===== src/rtl/target_sequencer_pkg.sv =====
// -----------------------------------------------------------------------------
// target_sequencer_pkg
// Shared definitions for the target_sequencer game-round engine:
//   - state_t       : round-engine FSM states
//   - WIN_L0..WIN_L3: display window length in ticks for difficulty 0..3
//   - LFSR_TAPS     : Galois tap mask for x^20 + x^17 + 1
//   - LFSR_FALLBACK_SEED : seed used at reset and when the upstream seed is 0
//   - lfsr_next()   : one Galois step (shift right, xor taps when lsb set)
//   - window_ticks(): level -> window length lookup
// -----------------------------------------------------------------------------
package target_sequencer_pkg;

  typedef enum logic [2:0] {
    ST_IDLE = 3'd0,
    ST_LOAD = 3'd1,
    ST_SHOW = 3'd2,
    ST_GAP  = 3'd3,
    ST_DONE = 3'd4
  } state_t;

  localparam logic [9:0] WIN_L0 = 10'd800;
  localparam logic [9:0] WIN_L1 = 10'd500;
  localparam logic [9:0] WIN_L2 = 10'd300;
  localparam logic [9:0] WIN_L3 = 10'd150;

  localparam logic [19:0] LFSR_TAPS          = 20'h90000;
  localparam logic [19:0] LFSR_FALLBACK_SEED = 20'hACE1;

  // Right-shifting Galois form: the bit shifted out of position 0 feeds
  // back into the tap positions (bits 19 and 16).
  function automatic logic [19:0] lfsr_next(input logic [19:0] cur);
    lfsr_next = (cur >> 1) ^ (cur[0] ? LFSR_TAPS : 20'h00000);
  endfunction

  function automatic logic [9:0] window_ticks(input logic [1:0] lvl);
    case (lvl)
      2'd0:    window_ticks = WIN_L0;
      2'd1:    window_ticks = WIN_L1;
      2'd2:    window_ticks = WIN_L2;
      default: window_ticks = WIN_L3;
    endcase
  endfunction

endpackage


===== src/rtl/target_sequencer_lfsr20.sv =====
// -----------------------------------------------------------------------------
// lfsr20
// 20-bit Galois LFSR (x^20 + x^17 + 1) with synchronous load.
// Ports:
//   clk      in   system clock
//   rst_n    in   synchronous active-low reset (register <= fallback seed)
//   load     in   load load_val this cycle (wins over step)
//   load_val in   20-bit value to load (parent guarantees non-zero)
//   step     in   advance the register by one Galois step
//   q        out  current register value
// -----------------------------------------------------------------------------
module lfsr20
  import target_sequencer_pkg::*;
(
  input  logic        clk,
  input  logic        rst_n,
  input  logic        load,
  input  logic [19:0] load_val,
  input  logic        step,
  output logic [19:0] q
);

  always_ff @(posedge clk) begin
    if (!rst_n) begin
      q <= LFSR_FALLBACK_SEED;
    end else if (load) begin
      q <= load_val;
    end else if (step) begin
      q <= lfsr_next(q);
    end
  end

endmodule


===== src/rtl/target_sequencer.sv =====
// -----------------------------------------------------------------------------
// target_sequencer
// Game-round engine. A start strobe seeds the LFSR from the upstream random
// value and latches the difficulty level; the engine then shows ROUNDS
// targets (positions 0..7), each for a level-dependent window of ticks,
// scoring keypad presses as hits or misses, with GAP_TICKS blank ticks
// between targets. done is raised after the last round.
//
// Build option: define TARGET_SEQ_STREAK_EN to enable the streak bonus
// (a hit that makes the consecutive-hit streak a multiple of 3 scores 2).
// Without it every hit scores exactly 1.
//
// Parameters:
//   ROUNDS     targets per game (1..31)
//   GAP_TICKS  blank ticks between targets (1..1023)
// Ports:
//   clk, rst_n    clock, synchronous active-low reset
//   start         begin a new game (any state)
//   seed[19:0]    upstream random value, used as LFSR seed at start
//   level[1:0]    difficulty, sampled at start
//   tick          timebase strobe
//   key_valid     keypad press strobe, key_code[2:0] qualified by it
//   target[2:0]   current target position
//   target_valid  target is being shown
//   hit, miss     one-cycle result pulses
//   score[7:0]    saturating hit score
//   round[4:0]    targets issued this game
//   busy          game in progress
//   done          game finished
//   state_dbg     current FSM state, for observation only
//
// Input strobes (start, tick, key_valid) are single-cycle qualifiers with no
// back-pressure: every strobe is accepted in the cycle it is high, and is
// simply ignored in states that have no use for it.
// -----------------------------------------------------------------------------
module target_sequencer
  import target_sequencer_pkg::*;
#(
  parameter int ROUNDS    = 16,
  parameter int GAP_TICKS = 200
) (
  input  logic        clk,
  input  logic        rst_n,
  input  logic        start,
  input  logic [19:0] seed,
  input  logic [1:0]  level,
  input  logic        tick,
  input  logic        key_valid,
  input  logic [2:0]  key_code,
  output logic [2:0]  target,
  output logic        target_valid,
  output logic        hit,
  output logic        miss,
  output logic [7:0]  score,
  output logic [4:0]  round,
  output logic        busy,
  output logic        done,
  output state_t      state_dbg
);

  localparam logic [4:0] ROUNDS_L = ROUNDS[4:0];
  localparam logic [9:0] GAP_L    = GAP_TICKS[9:0];

  state_t      state;
  logic [1:0]  level_q;
  logic [9:0]  win_cnt;
  logic [9:0]  gap_cnt;

  logic [19:0] lfsr_q;
  logic [19:0] lfsr_load_val;
  logic [19:0] lfsr_peek;
  logic        lfsr_step;
  logic        lfsr_peek_unused;
  logic [2:0]  cand;
  logic [2:0]  next_target;

  logic        key_is_hit;
  logic        window_expires;
  logic [7:0]  score_inc;
  logic [8:0]  score_sum;
  logic [7:0]  score_sat;

  assign state_dbg = state;

  // ---------------------------------------------------------------------------
  // Target generation. The candidate comes from the value the LFSR takes on
  // this very edge, so the step is previewed combinationally here and the
  // sub-module commits the same step in parallel.
  // ---------------------------------------------------------------------------
  assign lfsr_load_val    = (seed == 20'h00000) ? LFSR_FALLBACK_SEED : seed;
  assign lfsr_step        = (state == ST_LOAD);
  assign lfsr_peek        = lfsr_next(lfsr_q);
  assign lfsr_peek_unused = ^lfsr_peek[19:3];
  assign cand             = lfsr_peek[2:0];
  // round == 0 means this is the first target of the game: no repeat rule.
  assign next_target      = ((round != 5'd0) && (cand == target)) ? cand + 3'd1 : cand;

  lfsr20 u_lfsr (
    .clk      (clk),
    .rst_n    (rst_n),
    .load     (start),
    .load_val (lfsr_load_val),
    .step     (lfsr_step),
    .q        (lfsr_q)
  );

  // ---------------------------------------------------------------------------
  // Score increment
  // ---------------------------------------------------------------------------
  assign key_is_hit     = (key_code == target);
  assign window_expires = tick && (win_cnt == 10'd1);

`ifdef TARGET_SEQ_STREAK_EN
  // Streak never exceeds ROUNDS (<= 31) because start clears it.
  logic [4:0] streak;
  logic [4:0] streak_inc;

  assign streak_inc = streak + 5'd1;
  assign score_inc  = ((streak_inc % 5'd3) == 5'd0) ? 8'd2 : 8'd1;

  always_ff @(posedge clk) begin
    if (!rst_n) begin
      streak <= 5'd0;
    end else if (start) begin
      streak <= 5'd0;
    end else if (state == ST_SHOW) begin
      if (key_valid) begin
        streak <= key_is_hit ? streak_inc : 5'd0;
      end else if (window_expires) begin
        streak <= 5'd0;
      end
    end
  end
`else
  assign score_inc = 8'd1;
`endif

  assign score_sum = {1'b0, score} + {1'b0, score_inc};
  assign score_sat = score_sum[8] ? 8'hFF : score_sum[7:0];

  // ---------------------------------------------------------------------------
  // Round engine FSM. All outputs are registered here alongside the state.
  // ---------------------------------------------------------------------------
  always_ff @(posedge clk) begin
    if (!rst_n) begin
      state        <= ST_IDLE;
      level_q      <= 2'd0;
      win_cnt      <= 10'd0;
      gap_cnt      <= 10'd0;
      target       <= 3'd0;
      target_valid <= 1'b0;
      hit          <= 1'b0;
      miss         <= 1'b0;
      score        <= 8'd0;
      round        <= 5'd0;
      busy         <= 1'b0;
      done         <= 1'b0;
    end else begin
      hit  <= 1'b0;
      miss <= 1'b0;

      if (start) begin
        // start overrides whatever the current state would have done
        level_q      <= level;
        score        <= 8'd0;
        round        <= 5'd0;
        done         <= 1'b0;
        busy         <= 1'b1;
        target_valid <= 1'b0;
        state        <= ST_LOAD;
      end else begin
        case (state)
          ST_LOAD: begin
            target       <= next_target;
            target_valid <= 1'b1;
            round        <= round + 5'd1;
            win_cnt      <= window_ticks(level_q);
            state        <= ST_SHOW;
          end

          ST_SHOW: begin
            // A press is evaluated first; a window expiring on the same
            // cycle as a press is deliberately ignored.
            if (key_valid) begin
              target_valid <= 1'b0;
              gap_cnt      <= GAP_L;
              state        <= ST_GAP;
              if (key_is_hit) begin
                hit   <= 1'b1;
                score <= score_sat;
              end else begin
                miss  <= 1'b1;
              end
            end else if (tick) begin
              if (win_cnt == 10'd1) begin
                miss         <= 1'b1;
                target_valid <= 1'b0;
                gap_cnt      <= GAP_L;
                state        <= ST_GAP;
              end else begin
                win_cnt <= win_cnt - 10'd1;
              end
            end
          end

          ST_GAP: begin
            if (tick) begin
              if (gap_cnt == 10'd1) begin
                if (round < ROUNDS_L) begin
                  state <= ST_LOAD;
                end else begin
                  done  <= 1'b1;
                  busy  <= 1'b0;
                  state <= ST_DONE;
                end
              end else begin
                gap_cnt <= gap_cnt - 10'd1;
              end
            end
          end

          ST_DONE: begin
            state <= ST_DONE;
          end

          default: begin
            state <= ST_IDLE;
          end
        endcase
      end
    end
  end

endmodule


===== config.mk =====
export PLATFORM = sky130hd
export DESIGN_NAME = target_sequencer
export DESIGN_NICKNAME = d
export VERILOG_FILES = /design/src/rtl/target_sequencer_pkg.sv /design/src/rtl/target_sequencer_lfsr20.sv /design/src/rtl/target_sequencer.sv
export SDC_FILE = /design/constraint.sdc
export NUM_CORES = 1
export LEC_CHECK = 0
export ABC_AREA = 0
export BUFFER_PORTS_ARGS = -buffer_cell sky130_fd_sc_hd__buf_2
export CAP_MARGIN = 0
export CELL_PAD_IN_SITES_DETAIL_PLACEMENT = 0
export CELL_PAD_IN_SITES_GLOBAL_PLACEMENT = 1
export CORE_MARGIN = 5
export CORE_UTILIZATION = 45
export CTS_BUF_LIST = sky130_fd_sc_hd__clkbuf_4 sky130_fd_sc_hd__clkbuf_8
export DETAILED_ROUTE_END_ITERATION = 8
export PLACE_DENSITY_LB_ADDON = 0.1
export RECOVER_POWER = 25
export SYNTH_ARGS = -nofsm -noshare
export SYNTH_HDL_FRONTEND = slang
export SYNTH_HIERARCHICAL = 1
export SYNTH_SLANG_ARGS = --single-unit

===== constraint.sdc =====
create_clock -name clk -period 2.91 [get_ports clk]
set_clock_uncertainty 0.15 [all_clocks]
set_input_delay 0.291 -clock clk [delete_from_list [all_inputs] [get_ports clk]]
set_output_delay 0.291 -clock clk [all_outputs]
set_load 0.05 [all_outputs]

==> results.tsv <==
metric	value	unit
gpl congestion	0.797	
wl on met1	4110	um
worst setup margin	347	ps
Post-Place Setup Slack	381	ps
syn nets	473	
Area contributors post-synth	dfxtp_1 35%, mux2_4 4.4%, nor2_1 4.1%	
Hold Violations, Final	0	
starting density of the core	0.459	
CTS tree	yes	
startpoint types	register	
status	complete, no violations	
GRT Resource Usage Total	0.184	
max-slew violations	0	
met2 wire length	4320	um
Finish-stage setup viols	0	
grt ovf	0	
register area share after synthesis	0.354	
# DRC	0	
crit path kind	reg -> reg	
asr flop ratio synth	0	
NumNets Final	510	
post-synth top area cell	dfxtp_1	
row count	33	
clock tree sinks	66	
syn avg cell area	8.59	um^2
Clock transition at path regs	70	ps
Synth Warn #	6	
CTS Buf Count	9	
Hold Path Depth	3	
Setup Fix Bufs, Post-CTS	0	
flops & latches, synth	66	
first drt pass iteration count	4	
power per cell area	503	mW/mm^2
Post-CTS Hold Fix Bufs	0	
clock tree buffer depth	2	
Post-Syn Instances	435	
wire per inst	15.3	um
area delta synth->final	12.6	%
P_leak	1.71	nW
Post-synth EDFFs	0	
WP data required	2990	ps
Max Cap Violations	0	
Worst-Margin Slew	658	ps
worst skew pair latency	330	ps
Fillers	806	
final setup TNS	0	ps
area share of fa/ha/maj cells after synthesis	0.0268	
Util after Layout	0.517	
vias per inst	5.59	
main combinational cell family by area after synthesis	simple AND/OR/NAND/NOR gates	
Hold WC Path Type	in -> reg	
CTS root buf	clkbuf_8	
period utilisation layout	0.881	
Die Span Y	101	um
Die Width	101	um
maximum fanout along the worst path	11	
first-pass GRT wire length	15300	um
core area	0.00813	mm^2
initial antenna violation count	0	
diode count	0	
length of routed met3 wiring	359	um
I/O pin total	54	
largest net degree at the start of global routing	33	
DP HPWL	6410	um
Final ANT Viol Nets	0	
drt initial violations	94	
Port Buffers	53	
distinct cell type count after synthesis	61	
layout cell share with drive strength beyond 1	0.171	
mux contribution to synthesized area	0.0763	
top sig layer	met4	
final wirelength	8900	um
RSZ-0062 raised after global routing	false	
Achievable Freq	390	MHz
Synth top area share	0.354	
Simple-Gate Fraction of Synth Area	0.259	
Crit. End Element	register	
Synth Area in XOR/XNOR	0.0305	
compound-gate portion of the synthesized area	0.198	
Worst Reg-to-Reg Cells	6	
die area	0.0102	mm^2
Fin Hold WS	46.7	ps
vias in the first global route	3216	
Tmin final	2560	ps
Worst VDD drop	0.270	mV
Synth Cell Area	0.00374	mm^2
max_slew headroom	0.561	
Final Total Pwr	2.12	mW
Vias	3240	
ys flop type	dfxtp_1	
number of gates resized after CTS	0	
deepest level of the CTS H-tree	3	
CP Data Arrival Time	2640	ps
==> cells in the final DEF (no fill, tap or decap), types with 4 or more instances in the layout <==
master    instances
dfxtp_1          66
nor2_1           40
buf_2            31
nand2_1          30
a21oi_1          25
clkbuf_1         22
nand2b_1         16
o21ai_0          15
nor3_1           14
mux2i_1          12
nor4_1           11
clkbuf_8         11
mux2_4           11
o211a_1          11
buf_4            10
inv_1             9
nand3_1           9
or2_2             8
a211oi_1          8
ha_1              8
and3b_1           8
xor2_1            7
xnor2_1           6
nor3b_1           5
nand3b_1          5
a31oi_1           5
a311oi_1          5
nand4_1           4
nor2b_1           4
o311ai_1          4
==> cell usage after synthesis, types with 11 or more instances <==
library cell,number
mux2i_1,12
dfxtp_1,66
clkbuf_1,25
o21ai_0,15
nor3_1,14
nor4_1,11
a21oi_1,25
nor2_1,41
nand2b_1,16
o211a_1,11
nand2_1,30
mux2_4,11
==> routing by layer <==
layer  global-route usage  vias to the layer above
li1                     -                     1646
met1                0.239                     1525
met2                0.307                       59
met3               0.0337                       10
met4               0.0634                        0
met5                    0                        -
==> logic make-up after synthesis <==
kind of cell             count (synthesis)
AO/OA/AOI/OAI                          103
buffers and inverters                   47
XOR/XNOR                                13
AND/OR/NAND/NOR                        175
adder cells (fa/ha/maj)                  8
flip-flops                              66
multiplexers                            23
==> worst max-delay path, stage by stage (launching register included) <==
cell and delay (ps):
dfxtp_1 420, ha_1 170, nor3b_1 310, nand4_1 180, a211o_1 470, or2_0 450
o221a_1 300
==> path summary, 6_finish.rpt <==
check                from      endpoint  slack (ps)
max            win_cnt[0]    gap_cnt[3]         350
min              level[0]    level_q[0]          50
max reg2reg    win_cnt[0]    gap_cnt[3]         350
min reg2reg  target_valid  target_valid         320
==> final cells by class <==
cell class / count / area (um^2) / share of cell area
Clock buffer: 11 / 151 / 0.0360
Tap cell: 105 / 131 / 0.0312
Multi-Input combinational cell: 322 / 2210 / 0.526
Clock inverter: 3 / 40.0 / 0.00952
Timing Repair Buffer: 63 / 313 / 0.0744
Sequential cell: 66 / 1320 / 0.314
Inverter: 10 / 37.5 / 0.00892
==> metrics by stage <==
stage	cell area, um^2	cells
final	4210	580
after global routing	4210	580
after CTS	4230	580
after detailed placement	4040	566
after global placement	4040	566
after floorplan	3740	435
==> flip-flops by register name, summed over array words and instances (netlist names) <==
signal / flops
u_lfsr/q: 20
gap_cnt: 10
done: 1
state_dbg: 3
win_cnt: 10
level_q: 2
round: 5
target_valid: 1
hit: 1
target: 3
miss: 1
score: 8
busy: 1
==> where the power goes <==
part	internal, mW	switching (mW)
combinational	0.159	0.200
sequential	0.947	0.0454
clock	0.430	0.336
total	1.54	0.581
Power figures use the tool's default switching activity.
